==> config.mk <==
export PLATFORM = sky130hd
export DESIGN_NAME = maxpool2x2_stream
export DESIGN_NICKNAME = d
export VERILOG_FILES = /design/src/rtl/conv_pkg.sv /design/src/rtl/pool_linebuf.sv /design/src/rtl/maxpool2x2_stream.sv
export SDC_FILE = /design/constraint.sdc
export NUM_CORES = 1
export LEC_CHECK = 0
export BUFFER_PORTS_ARGS = -buffer_cell sky130_fd_sc_hd__buf_2
export CORE_MARGIN = 1.5
export CORE_UTILIZATION = 50
export DETAILED_ROUTE_END_ITERATION = 16
export MAX_ROUTING_LAYER = met4
export PLACE_DENSITY = 0.63
export SYNTH_ARGS = -nofsm -noshare
export SYNTH_HDL_FRONTEND = slang
export SYNTH_SLANG_ARGS = --single-unit
==> constraint.sdc <==
create_clock -name clk -period 4.4 [get_ports clk]
set_input_delay 0.44 -clock clk [delete_from_list [all_inputs] [get_ports clk]]
set_output_delay 0.44 -clock clk [all_outputs]
set_load 0.05 [all_outputs]
==> src/rtl/conv_pkg.sv <==
// Shared types and constants for the conv_net pooling stage.
// Latency: n/a (declarations only).
// Backpressure: n/a.
// Contents: default frame geometry, pixel_t, pool_state_e, pooling-window constants, width helper.
package conv_pkg;

  // Default frame geometry of the conv_net feature map after ReLU.
  localparam int BITWIDTH    = 8;
  localparam int DATACHANNEL = 3;
  localparam int DATAHEIGHT  = 28;
  localparam int DATAWIDTH   = 28;

  // Pooling window edge and the resulting pooled row length.
  localparam int POOL_K     = 2;
  localparam int POOL_OUT_W = DATAWIDTH / POOL_K;

  typedef logic signed [BITWIDTH-1:0] pixel_t;

  // Row parity of the input stream: even rows fill the line buffer,
  // odd rows close the 2x2 windows.
  typedef enum logic {
    ROW_EVEN = 1'b0,
    ROW_ODD  = 1'b1
  } pool_state_e;

  // Counter/address width that never collapses to zero bits.
  function automatic int clog2_min1(input int n);
    return (n > 1) ? $clog2(n) : 1;
  endfunction

endpackage

==> src/rtl/pool_linebuf.sv <==
// Line buffer of vertical partial maxima, one entry per pooled column.
// Latency: write on the clock edge, read combinationally (same-cycle).
// Backpressure: none; the owner only writes on accepted beats.
// Ports: clk; wr_en/wr_addr/wr_data write port; rd_addr/rd_data async read port.
module pool_linebuf
  import conv_pkg::*;
#(
  parameter int width = BITWIDTH,
  parameter int depth = POOL_OUT_W,
  parameter int aw    = clog2_min1(POOL_OUT_W)
) (
  input  logic             clk,
  input  logic             wr_en,
  input  logic [aw-1:0]    wr_addr,
  input  logic [width-1:0] wr_data,
  input  logic [aw-1:0]    rd_addr,
  output logic [width-1:0] rd_data
);

  // Contents are only ever read after being written in the same frame row
  // pair, so no reset is needed.
  logic [width-1:0] mem [depth];

  always_ff @(posedge clk) begin
    if (wr_en) begin
      mem[wr_addr] <= wr_data;
    end
  end

  assign rd_data = mem[rd_addr];

endmodule

==> src/rtl/maxpool2x2_stream.sv <==
// Streaming 2x2 stride-2 signed max-pool over a raster-ordered (ch,row,col) pixel stream.
// Latency: pooled pixel is valid 1 cycle after the edge accepting the window's last pixel.
// Backpressure: single output register; in_ready = !out_valid || out_ready, so input stalls only while a result waits.
// Ports: clk, rst_n (async, active low), flush (sync abort);
//        in_data/in_valid/in_ready input stream; out_data/out_valid/out_ready/out_last pooled stream.
module maxpool2x2_stream
  import conv_pkg::*;
#(
  parameter int bitwidth    = BITWIDTH,
  parameter int datachannel = DATACHANNEL,
  parameter int dataheight  = DATAHEIGHT,
  parameter int datawidth   = DATAWIDTH
) (
  input  logic                clk,
  input  logic                rst_n,
  input  logic                flush,
  input  logic [bitwidth-1:0] in_data,
  input  logic                in_valid,
  output logic                in_ready,
  output logic [bitwidth-1:0] out_data,
  output logic                out_valid,
  input  logic                out_ready,
  output logic                out_last
);

  localparam int CW       = clog2_min1(datawidth);
  localparam int RWD      = clog2_min1(dataheight);
  localparam int CHW      = clog2_min1(datachannel);
  localparam int LB_DEPTH = datawidth / POOL_K;
  localparam int AW       = clog2_min1(LB_DEPTH);

  localparam logic [CW-1:0]  COL_LAST = CW'(datawidth - 1);
  localparam logic [RWD-1:0] ROW_LAST = RWD'(dataheight - 1);
  localparam logic [CHW-1:0] CH_LAST  = CHW'(datachannel - 1);

  // Odd dimensions would leave a partial window at every row/frame end.
  if ((dataheight % POOL_K) != 0 || (datawidth % POOL_K) != 0 ||
      dataheight < POOL_K || datawidth < POOL_K) begin : g_dim_check
    $error("maxpool2x2_stream: dataheight and datawidth must be even and >= 2");
  end

  typedef logic signed [bitwidth-1:0] pix_t;

  function automatic pix_t smax(input pix_t a, input pix_t b);
    return (a > b) ? a : b;
  endfunction

  pool_state_e    state_q, state_d;
  logic [CW-1:0]  col_q;
  logic [RWD-1:0] row_q;
  logic [CHW-1:0] ch_q;

  pix_t px, hmax_q, pair_max, win_max, lb_rdata;
  logic accept, pop;
  logic col_odd, col_end, row_end, ch_end, frame_end;
  logic lb_we, res_load;
  logic [AW-1:0] lb_addr;

  assign in_ready = !out_valid || out_ready;
  // Flush wins over a simultaneous beat: the beat is dropped.
  assign accept   = in_valid && in_ready && !flush;
  assign pop      = out_valid && out_ready;

  assign px        = $signed(in_data);
  assign col_odd   = col_q[0];
  assign col_end   = (col_q == COL_LAST);
  assign row_end   = (row_q == ROW_LAST);
  assign ch_end    = (ch_q == CH_LAST);
  assign frame_end = ch_end && row_end && col_end;

  // Horizontal pair max on odd columns, then vertical max against the
  // partial maximum stored while streaming the even row above.
  assign pair_max = smax(hmax_q, px);
  assign win_max  = smax(lb_rdata, pair_max);
  assign lb_addr  = AW'(col_q >> 1);

  // Raster position counters.
  always_ff @(posedge clk or negedge rst_n) begin
    if (!rst_n) begin
      col_q <= '0;
      row_q <= '0;
      ch_q  <= '0;
    end else if (flush) begin
      col_q <= '0;
      row_q <= '0;
      ch_q  <= '0;
    end else if (accept) begin
      if (col_end) begin
        col_q <= '0;
        if (row_end) begin
          row_q <= '0;
          ch_q  <= ch_end ? '0 : ch_q + 1'b1;
        end else begin
          row_q <= row_q + 1'b1;
        end
      end else begin
        col_q <= col_q + 1'b1;
      end
    end
  end

  // Left pixel of the current horizontal pair.
  always_ff @(posedge clk or negedge rst_n) begin
    if (!rst_n) begin
      hmax_q <= '0;
    end else if (accept && !col_odd) begin
      hmax_q <= px;
    end
  end

  // Row-parity FSM: state register.
  always_ff @(posedge clk or negedge rst_n) begin
    if (!rst_n) begin
      state_q <= ROW_EVEN;
    end else if (flush) begin
      state_q <= ROW_EVEN;
    end else begin
      state_q <= state_d;
    end
  end

  // Row-parity FSM: next state flips on the last column of each row.
  always_comb begin
    state_d = state_q;
    if (accept && col_end) begin
      state_d = (state_q == ROW_EVEN) ? ROW_ODD : ROW_EVEN;
    end
  end

  // Row-parity FSM: outputs. Even rows park the pair max, odd rows finish
  // the window and load the output register.
  always_comb begin
    lb_we    = 1'b0;
    res_load = 1'b0;
    if (accept && col_odd) begin
      if (state_q == ROW_EVEN) begin
        lb_we = 1'b1;
      end else begin
        res_load = 1'b1;
      end
    end
  end

  pool_linebuf #(
    .width (bitwidth),
    .depth (LB_DEPTH),
    .aw    (AW)
  ) u_linebuf (
    .clk     (clk),
    .wr_en   (lb_we),
    .wr_addr (lb_addr),
    .wr_data (pair_max),
    .rd_addr (lb_addr),
    .rd_data (lb_rdata)
  );

  // Output register. res_load can only fire when in_ready is high, so a
  // stalled result is never overwritten; load-with-pop reloads bubble-free.
  always_ff @(posedge clk or negedge rst_n) begin
    if (!rst_n) begin
      out_data  <= '0;
      out_valid <= 1'b0;
      out_last  <= 1'b0;
    end else if (flush) begin
      out_valid <= 1'b0;
      out_last  <= 1'b0;
    end else if (res_load) begin
      out_data  <= win_max;
      out_valid <= 1'b1;
      out_last  <= frame_end;
    end else if (pop) begin
      out_valid <= 1'b0;
      out_last  <= 1'b0;
    end
  end

endmodule

Yosys cells after proc, flatten, opt, wreduce, memory -nomap -nowiden
Memories as Yosys holds them, arrays and structs flattened. Cells that the tools add are included.

Memory bits (writable): 112. Input bits: 13. Memories: 1. Bits in registers: 31.

Memory list: u_linebuf.mem (depth 14, bits a word 8, read ports 1, clocked after memory_dff 0, wr ports 1, RTL line pool_linebuf.sv:22) `logic [width-1:0] mem [depth];`.

Multiplexer cells: 27. Order comparisons: 2. Bitwise gates (word level): 1. Equal/unequal tests: 3. Reduce and logical (&&, ||, !) cells: 20. Add/subtract/negate cells: 3.

Operators by type and width (count): $mux W5 (7); $gt A8 B8 Y1 (2); $mux W8 (2); $mux W1 (13); $add A5 B1 Y5 const B (2); $eq A5 B5 Y1 const B (2); $mux W2 (5); $logic_and A1 B1 Y1 (8); $reduce_bool A2 Y1 (4); $reduce_and A2 Y1 (2); $logic_not A1 Y1 (3); $reduce_and A3 Y1 (1); $reduce_bool A3 Y1 (1); $add A2 B1 Y2 const B (1); $eq A2 B2 Y1 const B (1); $logic_or A1 B1 Y1 (1); $not A1 Y1 (1).

Depth between registers and ports, before layout
Gate-level depths: netlist (run 1).

Depth in word-level cells: 8. Gate-level depth with buffers: 17.

Modules after synthesis
From an unflattened synthesis (run 1), not the netlist that was laid out.

Cell total of the unflattened synthesis: 410. Area, all modules: 6513.7 um^2.

By module, submodules not included: pool_linebuf (area an instance 4446.8 um^2, seq. area each 3363.2 um^2, times used 1, cells each 202); maxpool2x2_stream (area an instance 2067.0 um^2, seq. area each 775.7 um^2, times used 1, cells each 208).

Worst setup path after synthesis (run 1)
OpenSTA, ideal clock, no wires.

Path type: input -> register. From: input in_data[7]. To: register out_data[1]. Setup slack: 0.787 ns. Arrival: 3.545 ns. Setup time: 0.067 ns. Stages: 17. Cells stage by stage: inv_1 > ha_1 > nand4_1 > o32ai_1 > a31oi_1 > a21oi_2 > mux2_2 > inv_1 > ha_1 > a21oi_1 > a21oi_1 > a2111oi_0 > a211o_1 > buf_2 > nor2b_1 > buf_2 > a221o_1.

Cells in the longest elaborated chain, start to end: 4.

Ends and longest elaborated chain: start: declaration (RTL line maxpool2x2_stream.sv:17) `input logic [bitwidth-1:0] in_data,`; $gt A8 B8 Y1 (RTL line maxpool2x2_stream.sv:45) `return (a > b) ? a : b;`; $mux W8 (RTL line maxpool2x2_stream.sv:45); net pair_max[2] (RTL line maxpool2x2_stream.sv:53) `pix_t px, hmax_q, pair_max, win_max, lb_rdata;`; $gt A8 B8 Y1 (RTL line maxpool2x2_stream.sv:45); $mux W8 (RTL line maxpool2x2_stream.sv:45); end signal: assignment (RTL line maxpool2x2_stream.sv:168) `out_data <= win_max;`; end: declaration (RTL line maxpool2x2_stream.sv:20) `output logic [bitwidth-1:0] out_data,`.

The timed path passes the listed nets, and every way through them passes these cells. A chain may end at the register's enable or synchronous reset.

Worst setup path in the final report (run 1)
From: register hmax_q[7]. To: register out_data[1].

Cells in the longest elaborated chain, start to end: 4.

Ends and longest elaborated chain: start: declaration (RTL line maxpool2x2_stream.sv:53); start signal: assignment (RTL line maxpool2x2_stream.sv:107) `hmax_q <= px;`; $gt A8 B8 Y1 (RTL line maxpool2x2_stream.sv:45); $mux W8 (RTL line maxpool2x2_stream.sv:45); net pair_max[2] (RTL line maxpool2x2_stream.sv:53); $gt A8 B8 Y1 (RTL line maxpool2x2_stream.sv:45); $mux W8 (RTL line maxpool2x2_stream.sv:45).

The timed path passes the listed nets, and every way through them passes these cells.

==> results.tsv, run 1 <==
metric	value	unit
root_buffer	clkbuf_16	
finalCriticalPeriod	4030	ps
power	0.00329	W
required	4750	ps
vias_per_cell	5.65	
fp.dieH	116	µm
fin_crit_sh	91.5	%
clkSlewWorstSetupHoldPaths	60	ps
cts.repair.resized	0	
slew_violations	0	
max-cap-violations	0	
clk_latency	420	ps
hold_viol	0	
vias	3826	
avgSynthCellArea	13.6	µm²
place_hpwl	8.44	mm
cts_hold_buffers	0	
worstPathMaxFanout	16	
slowest_delay	460	ps
timing.hold.ws	65.0	ps
fin_skew	5.75	ps
place_congestion	0.872	
ant_nets	0	
htreeDepth	4	
drc_errors	0	
crit_family	compound AO/OA/AOI/OAI gates	
fp.dieW	116	µm
syn-cell-area	6350	µm²
synth-simple-area-share	9.38	%
post_cts_buffers	0	
drive_gt1_share	15.5	%
synthToLayoutAreaGrowth	13.3	%
dieArea	13400	µm²
clkSinkCount	143	
synth_edf_count	112	
nets	527	
synth-async-reset-ratio	21.7	%
num_rows	40	
setup_ws	374	ps
crit_type	flip-flop to flip-flop	
crit_chain	ha_1 > nand4_1 > o32ai_1 > a31oi_1 > a21oi_2 > buf_4 > mux2_2 > inv_1 > ha_1 > a21oi_1 > a21oi_1 > a2111oi_0 > a211o_1 > nor2b_2 > a221o_1	
synth_fp_nets	498	
synth_ff_type	edfxtp_1	
synth-seq-area-share	65.2	%
synth_xor_area_share	0.138	%
cts_buffer_depth	2	
rsz0062_at_grt	false	
io_buffers	23	
synth_seq_cells	143	
core_area	12200	µm²
wl_per_cell	18.9	µm
pin_count	24	
syn_inst	467	
dr.first_iter.drc_count	276	
cp_slowest_cell	mux2_2	
yosys_warnings	0	
yosysUniqueCellTypes	46	
setup_viol	0	
tns	0	ps
start_util	52.0	%
cts_buffers	17	
grt_pass1_wl	20.1	mm
grt_util_all_layers	21.5	%
worst_pin_slew	852	ps
cp.arrival	4370	ps
path_buf_inv	2	
grt_pass1_vias	3601	
layout_commonest_cell	edfxtp_1	
max_freq	0.248	GHz
synth_compound_area_share	7.76	%
tritoncts	done	
status	complete, no violations	
power_leakage	2.61	nW
hp-class	input pin to async pin	
end_kind	flip-flop	
synth.mux.area_fraction	10.7	%
power_density	458	nW/µm²
place_ws	223	ps
maxSlewHeadroom	42.9	%
overflow	0	
cp-start-kind	flip-flop	
antenna_found_initial	0	
first_pass_iters	4	
diodes	0	
max-vdd-ir-drop	253	µV
synthAdderAreaFrac	3.55	%
final_cell_mix	edfxtp_1 (112), mux2i_1 (58), nor2_1 (45)	
routed_wl	12.8	mm
grt_max_degree	32	
synth_top_family_by_area	multiplexers	
-- flip-flops by register name, summed over array words and instances (netlist names) --
register and flops:
ch_q 2, col_q 5, hmax_q 8, out_data 8, out_last 1, out_valid 1, row_q 5, state_q 1
u_linebuf.mem 112
-- per-stage QoR --
stage                     cell area (µm²)  cells  util (%)
after floorplan                      6350    467         -
after global placement               6640    645      54.4
after detailed placement             6640    645      54.4
after CTS                            7190    677      58.9
after global routing                 7200    677      58.9
final                                7200    677      58.9
-- path summary, 6_finish.rpt --
check / startpoint / to / slack [ps] / depth (start not counted)
min reg2reg: out_data[5]$_DFFE_PN0P_ / out_data[5]$_DFFE_PN0P_ / 510 / 1
max reg2reg: hmax_q[7]$_DFFE_PN0P_ / out_data[1]$_DFFE_PN0P_ / 370 / 15
min in group clk: in_data[0] / hmax_q[0]$_DFFE_PN0P_ / 290 / 2
max: hmax_q[7]$_DFFE_PN0P_ / out_data[1]$_DFFE_PN0P_ / 370 / 15
max in group asynchronous: rst_n / col_q[1]$_DFFE_PN0P_ / 3820 / 1
min: rst_n / hmax_q[7]$_DFFE_PN0P_ / 70 / 1
-- final cells by class --
cell class,count,area [µm²]
clock inverters,14,125
repair buffers,35,218
well taps,168,210
clock buffers,18,429
multi-input cells,281,2010
inverters,18,67.6
fillers,982,5010
flip-flops and latches,143,4140
-- worst reg2reg max path: stages, from the launching register on --
cell       delay [ps]
dfrtp_1           390
ha_1              330
nand4_1           150
o32ai_1           310
a31oi_1            90
a21oi_2           150
buf_4             170
mux2_2            460
inv_1             100
ha_1              260
a21oi_1           160
a21oi_1            80
a2111oi_0         460
a211o_1           250
nor2b_2           380
a221o_1           230
-- routing by layer --
metal | vias up | global-route usage [%] | share of wire (%) | routed length (µm)
met5 | - | - | 0 | 0
met2 | 90 | 32.5 | 47 | 6070
met1 | 1899 | 29.5 | 48 | 6110
met3 | 18 | 4.24 | 3.5 | 451
met4 | 0 | 7.32 | 1.4 | 176
li1 | 1819 | - | - | -
-- synth_stat cells, drive strengths merged, types with 2 or more instances --
| master | count | area share, % |
|---|---|---|
| nor2 | 45 | 2.7 |
| a211oi | 7 | 0.83 |
| or2 | 3 | 0.30 |
| buf | 16 | 1.7 |
| nor3b | 3 | 0.35 |
| clkbuf | 9 | 0.53 |
| nand4b | 5 | 0.69 |
| nand3b | 5 | 0.71 |
| a21oi | 13 | 1.1 |
| mux2 | 9 | 1.6 |
| nand4 | 3 | 0.30 |
| nor2b | 2 | 0.20 |
| mux2i | 58 | 9.1 |
| nand2b | 4 | 0.39 |
| o21ai | 10 | 0.79 |
| nor3 | 5 | 0.39 |
| nand2 | 32 | 1.9 |
| a31oi | 2 | 0.20 |
| a21o | 3 | 0.35 |
| a221o | 7 | 1.1 |
| nand3 | 5 | 0.39 |
| edfxtp | 112 | 53 |
| a41oi | 2 | 0.28 |
| inv | 18 | 1.1 |
| o22ai | 25 | 2.5 |
| dfrtp | 31 | 12 |
| ha | 18 | 3.5 |
| or3 | 3 | 0.30 |
-- power by group --
part | leakage, nW | switching [W] | total (W) | internal [W]
combinational | 0.917 | 0.000247 | 0.000384 | 0.000137
clock | 0.261 | 0.000518 | 0.00134 | 0.000819
sequential | 1.43 | 0.0000183 | 0.00157 | 0.00156
total | 2.61 | 0.000784 | 0.00329 | 0.00251
-- cells by family (layout without fill, tap and decap cells) --
kind of cell    Yosys count  count (layout)
flops                   143             143
simple gates            121             121
compound gates           74              74
mux                      67              67
buf+inv                  43              85
fa+ha+maj                18              18
xor+xnor                  1               1
(Power assumes the default switching activity.)
==> run 2, diff against run 1 <==
--- a/config.mk
+++ b/config.mk
@@ -5,10 +5,12 @@
 export SDC_FILE = /design/constraint.sdc
 export NUM_CORES = 1
 export LEC_CHECK = 0
+export ABC_AREA = 1
 export BUFFER_PORTS_ARGS = -buffer_cell sky130_fd_sc_hd__buf_2
 export CORE_MARGIN = 1.5
 export CORE_UTILIZATION = 50
 export DETAILED_ROUTE_END_ITERATION = 16
+export GPL_TIMING_DRIVEN = 0
 export MAX_ROUTING_LAYER = met4
 export PLACE_DENSITY = 0.63
 export SYNTH_ARGS = -nofsm -noshare
==> run 2 against run 1 <==
- sequential power up 4%
- die area is 2.9% higher
- flip-flop and latch count is the same
- first-iteration DRC count rose by 57%
- design area up 3.4%
- via count increased by 21%
- total power rose by 12%
- final cell count increased by 28%
- synthesized cell count up 38%
- non-clock buffer count up 7
- count of clock-buffer cells in the layout unchanged
- worst setup slack improved by 110 ps
- critical path type unchanged
- largest cell class unchanged
==> results.tsv, run 2 <==
metric	value	unit	change
final_cell_mix	nand2_1 (207), edfxtp_1 (112), nor2_1 (58)		was edfxtp_1 (112), mux2i_1 (58), nor2_1 (45)
yosysTopAreaCellShare	51.4	%	was 53.0%
fin_crit_sh	89.0	%	was 91.5%
finalInstanceArea	7440	µm²	was 7200 µm²
required	4710	ps	was 4750 ps
cts_hold_buffers	0		unchanged
ant_nets	0		unchanged
max-vdd-ir-drop	283	µV	was 253 µV
power_density	496	nW/µm²	was 458 nW/µm²
fin_skew	9.00	ps	was 5.75 ps
dr.first_iter.drc_count	433		was 276
slowest_delay	520	ps	was 460 ps
wl_per_cell	17.1	µm	was 18.9 µm
cts_buffer_depth	2		unchanged
path_buf_inv	2		unchanged
dieArea	13800	µm²	was 13400 µm²
clock_power_share	38.4	%	was 40.6%
routed_wl	14.9	mm	was 12.8 mm
slew_violations	0		unchanged
r2r_setup_slack	480	ps	was 370 ps
fp.dieH	117	µm	was 116 µm
start_util	51.6	%	was 52.0%
tritoncts	done		unchanged
htreeDepth	4		unchanged
setup_viol	0		unchanged
final_cells	869		was 677
largest_reg_flops	112		unchanged
synth-async-reset-ratio	21.7	%	unchanged
clkSinkCount	143		unchanged
root_buffer	clkbuf_16		unchanged
fin_util	58.8	%	was 58.9%
grt_pass1_vias	4589		was 3601
tns	0	ps	unchanged
fp.dieW	117	µm	was 116 µm
core_area	12700	µm²	was 12200 µm²
max_freq	0.255	GHz	was 0.248 GHz
post_cts_buffers	0		unchanged
worstPathMaxFanout	15		was 16
end_kind	flip-flop		unchanged
r2r-end	out_data[3]$_DFFE_PN0P_		was out_data[1]$_DFFE_PN0P_
first_pass_iters	5		was 4
nets	718		was 527
worst_pin_slew	840	ps	was 852 ps
fillers	1083		was 982
overflow	0		unchanged
placed_area	6870	µm²	was 6640 µm²
switching_share	28.3	%	was 23.8%
drive_gt1_share	12.8	%	was 15.5%
cp_common_cell	nand2_1		
drc_errors	0		unchanged
grt_pass1_wl	23.9	mm	was 20.1 mm
syn_inst	645		was 467
p_comb_share	17.3	%	was 11.6%
avgSynthCellArea	10.1	µm²	was 13.6 µm²
rr_worst_depth	19		was 15
num_rows	41		was 40
maxSlewHeadroom	43.8	%	was 42.9%
cp-start-kind	flip-flop		unchanged
yosysTopAreaCell	edfxtp_1		unchanged
place_hpwl	9.95	mm	was 8.44 mm
pin_count	24		unchanged
largest_registers	u_linebuf.mem x112, hmax_q x8, out_data x8		unchanged
cts_buffers	17		unchanged
yosys-top-cells-area	edfxtp_1 (51%), nand2_1 (12%), dfrtp_1 (12%)		was edfxtp_1 (53%), dfrtp_1 (12%), mux2i_1 (9.1%)
antenna_found_initial	0		unchanged
cts.repair.resized	0		unchanged
path_depth	19		was 15
syn-cell-area	6540	µm²	was 6350 µm²
synth_fp_nets	676		was 498
place_congestion	0.853		was 0.872
grt_util_all_layers	23.7	%	was 21.5%
synth_seq_cells	143		unchanged
diodes	0		unchanged
synth_top_cells_by_count	nand2_1 (207), edfxtp_1 (112), nor2_1 (58)		was edfxtp_1 (112), mux2i_1 (58), nor2_1 (45)
rsz0062_at_grt	false		unchanged
io_buffers	23		unchanged
yosysUniqueCellTypes	34		was 46
hold_viol	0		unchanged
top_register	u_linebuf.mem		unchanged
status	complete, no violations		unchanged
power_leakage	3.13	nW	was 2.61 nW
vias_per_cell	5.32		was 5.65
grt_max_degree	32		unchanged
synth_edf_count	112		unchanged
clkSlewWorstSetupHoldPaths	60	ps	about the same
p_seq_share	44.4	%	was 47.8%
layout_commonest_cell	nand2_1		was edfxtp_1
clk_latency	420	ps	about the same
synth-seq-area-share	63.3	%	was 65.2%
synthToLayoutAreaGrowth	13.8	%	was 13.3%
yosysMostFrequentCell	nand2_1		was edfxtp_1
yosys_warnings	0		unchanged
cp_slowest_cell	nand2_1		was mux2_2
r2r_start	hmax_q[7]$_DFFE_PN0P_		unchanged
crit_chain	ha_1 > a21o_1 > nor2_1 > nand3_2 > nand3_2 > nand2_1 > nand2_1 > inv_1 > ha_1 > nand2_1 > nor2_1 > nand2_1 > nor3_1 > a21oi_1 > nand2_1 > buf_2 > nand3_1 > nand2_1 > nand2_1		was ha_1 > nand4_1 > o32ai_1 > a31oi_1 > a21oi_2 > buf_4 > mux2_2 > inv_1 > ha_1 > a21oi_1 > a21oi_1 > a2111oi_0 > a211o_1 > nor2b_2 > a221o_1
finalCriticalPeriod	3920	ps	was 4030 ps
max-cap-violations	0		unchanged
hp-class	input pin to async pin		unchanged
p_int	0.00265	W	was 0.00251 W
cp.arrival	4230	ps	was 4370 ps
crit_family	simple AND/OR/NAND/NOR gates		was compound AO/OA/AOI/OAI gates
power_switching	0.00104	W	was 0.000784 W
crit_type	flip-flop to flip-flop		unchanged
dp.cells	840		was 645
synth_ff_type	edfxtp_1		unchanged
vias	4619		was 3826
-- run 2: cell types whose count changed after synthesis, moves of 8 or more --
cell and delta:
o22ai_1 -21, nand2_1 +175, nor2_1 +13, inv_1 +31
nor3_1 +8, mux2_2 -9, nand4_1 +16, nand3_1 +45
nand2_2 +9, mux2i_1 -58
-- run 2: final cells by class --
| cell class | count | area, µm² | area share [%] |
|---|---|---|---|
| clock buffers | 18 | 429 | 5.76 |
| inverters | 52 | 195 | 2.62 |
| clock inverters | 11 | 145 | 1.95 |
| flip-flops and latches | 143 | 4140 | 55.6 |
| plain buffers | 19 | 126 | 1.70 |
| well taps | 172 | 215 | 2.89 |
| repair buffers | 23 | 115 | 1.55 |
| multi-input cells | 431 | 2080 | 27.9 |
-- run 2: logic make-up after synthesis --
logic type / Yosys count / synth area share [%]
flops: 143 / 63.3
buf+inv: 71 / 4.92
compound gates: 42 / 3.58
fa+ha+maj: 18 / 3.44
xor+xnor: 3 / 0.402
simple gates: 368 / 24.4
-- run 2: worst max path at each step --
stage	from	end	slack, ps
3_3_place_gp	in_data[7]	out_data[3]$_DFFE_PN0P_	480
6_report	hmax_q[7]$_DFFE_PN0P_	out_data[3]$_DFFE_PN0P_	480
4_1_cts	hmax_q[7]$_DFFE_PN0P_	out_data[3]$_DFFE_PN0P_	490
3_5_place_dp	in_data[7]	out_data[3]$_DFFE_PN0P_	340
5_1_grt	hmax_q[7]$_DFFE_PN0P_	out_data[4]$_DFFE_PN0P_	90
2_1_floorplan	in_data[7]	out_data[0]$_DFFE_PN0P_	1250
-- run 2: power by group through the flow --
| stage | Sequential (W) | Clock (W) | Combinational, W |
|---|---|---|---|
| 2_1_floorplan | 0.00174 | 0 | 0.000354 |
| 3_3_place_gp | 0.00166 | 0 | 0.000614 |
| 3_5_place_dp | 0.00166 | 0 | 0.000633 |
| 4_1_cts | 0.00164 | 0.00143 | 0.000636 |
| 5_1_grt | 0.00164 | 0.00148 | 0.000708 |
| 6_report | 0.00164 | 0.00142 | 0.000637 |
-- run 2: through the flow --
| stage | setup slack [ps] | hold slack (ps) | power (W) |
|---|---|---|---|
| detailed placement | 335 | 461 | 0.00230 |
| global placement | 483 | 462 | 0.00228 |
| floorplan | 1250 | 144 | 0.00209 |
| global route | 88.4 | 125 | 0.00384 |
| finish | 482 | 72.5 | 0.00369 |
| CTS | 493 | 88.4 | 0.00370 |
-- run 2: routing by layer --
metal / track usage [%] / part of all wire, % / up-vias
li1: - / - / 2270
met1: 30.9 / 45 / 2208
met2: 36.8 / 48 / 119
met3: 4.77 / 5.4 / 22
met4: 9.41 / 1.7 / 0
met5: - / 0 / -
